### config.mk
export PLATFORM = sky130hd
export DESIGN_NAME = avm_read_timer
export DESIGN_NICKNAME = d
export VERILOG_FILES = /design/src/rtl/nios_sysid_pkg.sv /design/src/rtl/nios_sysid_checker_avm_read_timer.sv
export SDC_FILE = /design/constraint.sdc
export NUM_CORES = 1
export LEC_CHECK = 0
export ABC_AREA = 1
export CAP_MARGIN = 20
export CORE_AREA = 2 2 39 41
export CTS_BUF_LIST = sky130_fd_sc_hd__clkbuf_16
export DETAILED_ROUTE_END_ITERATION = 16
export DIE_AREA = 0 0 41 43
export PLACE_DENSITY = 0.72
export SETUP_SLACK_MARGIN = 0.1
export SYNTH_ARGS = -nofsm -noshare
export SYNTH_HDL_FRONTEND = slang
export SYNTH_SLANG_ARGS = --single-unit
### constraint.sdc
create_clock -name clock -period 2.43 [get_ports clock]
set_input_delay 0.243 -clock clock [delete_from_list [all_inputs] [get_ports clock]]
set_output_delay 0.243 -clock clock [all_outputs]
set_load 0.005 [all_outputs]
### src/rtl/nios_sysid_pkg.sv
// Shared types and constants for the system-ID checker.
package nios_sysid_pkg;

  localparam int unsigned STATE_W = 3;
  localparam int unsigned CNT_W   = 8;
  localparam int unsigned RETRY_W = 2;
  localparam int unsigned FAIL_W  = 2;

  // Checker states (plain constants so the encoding stays visible)
  typedef logic [STATE_W-1:0] state_t;
  localparam state_t IDLE   = 3'd0;
  localparam state_t RD_ID  = 3'd1;
  localparam state_t RD_TS  = 3'd2;
  localparam state_t RETRY  = 3'd3;
  localparam state_t CHECK  = 3'd4;
  localparam state_t FINISH = 3'd5;

  // Result codes reported on fail_code
  typedef logic [FAIL_W-1:0] fail_code_t;
  localparam fail_code_t FAIL_NONE    = 2'd0;
  localparam fail_code_t FAIL_ID      = 2'd1;
  localparam fail_code_t FAIL_TS      = 2'd2;
  localparam fail_code_t FAIL_TIMEOUT = 2'd3;

  // Word addresses inside the sysid slave
  localparam logic ADDR_ID = 1'b0;
  localparam logic ADDR_TS = 1'b1;

  // True in the states that own an Avalon read
  function automatic logic is_read_state(input state_t s);
    return (s == RD_ID) || (s == RD_TS);
  endfunction

endpackage

### src/rtl/nios_sysid_checker_avm_read_timer.sv
// Loadable stall counter for one Avalon read; expired_c flags the limit.
module avm_read_timer
  import nios_sysid_pkg::*;
#(
  parameter int unsigned LIMIT = 255
) (
  input  logic             clock,
  input  logic             reset,
  input  logic             load,
  input  logic [CNT_W-1:0] load_value,
  input  logic             inc,
  output logic             expired_c
);

  logic [CNT_W-1:0] count_q;

  // Load wins over increment; the count never wraps past the limit
  always_ff @(posedge clock) begin
    if (reset) begin
      count_q <= '0;
    end else if (load) begin
      count_q <= load_value;
    end else if (inc && !expired_c) begin
      count_q <= count_q + 1'b1;
    end
  end

  assign expired_c = (count_q == CNT_W'(LIMIT));

endmodule

Word level (Yosys, flattened, before mapping)

Cells that the tools add are included.

$add $sub $neg: 1
Eq/ne operators: 1
Muxes and demuxes: 2
Reductions and logical operators: 3

Operators with widths:

| operator            | count |
|---|---|
| $mux 8              | 2 |
| $add 8x1->8 const B | 1 |
| $eq 8x8->1 const B  | 1 |
| $reduce_bool 2->1   | 1 |
| $logic_and 1x1->1   | 1 |
| $logic_not 1->1     | 1 |

Register bits after elaboration: 8
Input port bits: 12
Output and inout bits: 1

Logic depth before layout (Yosys ltp)

Depth in word-level cells: 5
Mapped depth: 9
Mapped depth without buffers: 9

Worst setup path before layout

Ideal clock, no wire load.

Path kind: flip-flop to flip-flop
Start point: register count_q[0]
End point: register count_q[0]
Setup time: 0.120 ns
Data arrival time: 1.107 ns
Required time: 2.310 ns
Slack: 1.203 ns
Stages on the path, launching flop included: 8
Path buffers: 0
Path through: dfxtp_1 -> ha_1 -> nand2_2 -> nor2_2 -> nand2_1 -> nand2_4 -> xor2_1 -> a21oi_1

Cells in the longest elaborated chain, start to end: 4

RTL lines:

| what                                                | line                                    | source |
|---|---|---|
| start: declaration                                  | nios_sysid_checker_avm_read_timer.sv:15 | `logic [CNT_W-1:0] count_q;` |
| start signal: assignment                            | nios_sysid_checker_avm_read_timer.sv:22 | `count_q <= load_value;` |
| start signal: assignment                            | nios_sysid_checker_avm_read_timer.sv:24 | `count_q <= count_q + 1'b1;` |
| branches (longest 4 deep; another with $add 8x1->8) | --                                      |  |

Several ways; the timed one is not identified. The select of a mux whose other input is x is not followed.
A chain may end at the register's enable or synchronous reset.

Final worst setup path

Start point: register count_q[0]
End point: output expired_c

Cells in the longest elaborated chain, start to end: 1

RTL lines:

| what             | line                                    | source |
|---|---|---|
| $eq 8x8->1       | nios_sysid_checker_avm_read_timer.sv:28 | `assign expired_c = (count_q == CNT_W'(LIMIT));` |
| end: declaration | nios_sysid_checker_avm_read_timer.sv:12 | `output logic expired_c` |

Every way passes these cells.

==> flow_metrics.tcl <==
set metrics [dict create \
    cp_data_required_time_ps 2190 \
    grt_usage 0.193 \
    cts_buffer_depth 2 \
    status "completed" \
    cts-root-buf "clkbuf_16" \
    core_area_sq_mm 0.00138 \
    cts_resized 0 \
    initial_core_util 0.390 \
    final_layout_size_suffix_gt1_frac 0.0769 \
    clkSlewWorstSetupHoldPaths_ps 40 \
    grt_pass1_vias 562 \
    wl_per_cell_microns 11.0 \
    total_leakage_power_nw 0.332 \
    critPathLaunchType "register" \
    final_hold_viol_count 0 \
    period_minus_slack_ps 1910 \
    clk_latency_ps 240 \
    tightest_slew_ps 417 \
    regToRegStartpoint "count_q[0]" \
    slew_headroom 0.722 \
    gp_congestion 0.777 \
    grt_pass1_wl_microns 2250 \
    ctsHoldBuffers 0 \
    syn-num-nets 103 \
    antenna_left 0 \
    rsz0062_at_grt "false" \
    critPathCaptureType "primary output" \
    syn_avg_cell_area_sq_um 5.99 \
    dp_hpwl_microns 946 \
    synth_cell_types 17 \
    largest_reg_flops 8 \
    die_height_microns 43 \
    grt_max_degree 13 \
    crit_type "reg -> out" \
    ys_ff_latch 8 \
    die_area_sq_mm 0.00176 \
    vdd_ir_drop_max_mv 0.359 \
    critPathLaunch "count_q[0]" \
    drc 0 \
    gr-total-overflow 0 \
    vias_per_cell 4.95 \
    fin_setup_tns_ps 0 \
    cts_tree "built" \
    min_from "count_q[1]" \
    ys.warnings.count 0 \
    post-route-util 0.542 \
    biggestRegsByFlops "count_q: 8 flops" \
    diodes 0 \
    pin_count 13 \
    setup_viol_count_final 0 \
    fin_skew_ps 2.80 \
    slew_viol_final 0 \
    drt-initial-drc-count 15 \
    dr_total_vias 594 \
    drv_cap 0 \
    num-fill-cells 135 \
    fin_crit_sh 0.786 \
    rows 14 \
    cts_buffers 3 \
    antenna_found_initial 0 \
    finalWirelength_microns 1320 \
    ys_seq_area_frac 0.297 \
    final_cell_mix "nand2_1 (27), nor2_1 (20), clkdlybuf4s50_1 (12), nand3_1 (10), dfxtp_1 (8)" \
    final_nets 119 \
    postCtsSetupBuffers 0 \
    cp.arrival_ps 1670 \
    cts_htree_levels 1 \
    top_register "count_q" \
    worst-path-max-fanout 4 \
    io_buffers 12 \
    syn_area_sq_um 539 \
    clock.fmax_ghz 0.524 \
    hold_class "reg -> reg" \
    p_per_area_mw_per_mm2 668 \
    cts_sinks 8 \
    layout_commonest_cell "nand2_1" \
    synthesis.instances 90 \
    area_delta_synth_final_pct 39.0 \
    dr.pass1.iters 4 \
    die_width_microns 41 \
]
## report_power, final
| part | internal (mW) | switching (mW) |
|---|---|---|
| clock network | 0.213 | 0.0690 |
| logic | 0.0337 | 0.0323 |
| registers | 0.142 | 0.0114 |
## Yosys cell counts
cell	n	area share
nand3_1	10	0.093
o21bai_1	1	0.014
buf_4	1	0.014
nand2_1	27	0.19
a21oi_1	4	0.037
xor2_1	1	0.016
inv_1	6	0.042
dfxtp_1	8	0.30
nand4_1	1	0.012
buf_2	1	0.0093
o21ai_0	4	0.037
nand2_2	1	0.012
ha_1	1	0.023
nor3b_1	1	0.014
nor2_1	20	0.14
nor2_2	1	0.012
nand2_4	2	0.042
## cells by family after synthesis
group,synth area share
buf+inv,0.0650
compound gates,0.0882
flops,0.297
xor+xnor,0.0162
simple gates,0.510
fa+ha+maj,0.0232
## metrics by stage
stage                     instances  instance area [sq um]  hold WS, ps  worst slack, ps  power [mW]
after floorplan                  90                    539          312             1200       0.192
after global placement          117                    674          504              822       0.218
after detailed placement        117                    674          518              778       0.221
after CTS                       120                    749          524              528       0.499
after global routing            120                    749          576              421       0.519
final                           120                    749          525              521       0.501
## final cells by class
cell class	count	area, sq um	area share
inverters	6	22.5	0.0301
repair buffers	13	128	0.170
multi-input cells	74	344	0.459
flip-flops and latches	8	160	0.214
well taps	16	20.0	0.0267
clock buffers	3	75.1	0.100
## routing by layer
layer	vias to the layer above	part of all wire	global-route usage
met1	254	0.47	0.230
met2	17	0.47	0.294
met4	0	0.039	0.140
met5	-	0	0
li1	316	-	-
met3	7	0.028	0.0314
## worst max-delay path, cell delays in order (launching register included)
cell,delay (ps)
dfxtp_1,390
ha_1,210
nand2_2,80
nor2_2,100
nand2_1,110
inv_1,60
clkdlybuf4s50_1,480
## path summary, 6_finish.rpt
check	endpoint	slack, ps	depth (start not counted)
worst min-delay path	count_q[1]	530	2
worst min register to register	count_q[1]	530	2
worst max register to register	count_q[4]	1030	8
worst max-delay path	expired_c	520	6
Note: power is estimated with default switching activity, not from simulation.
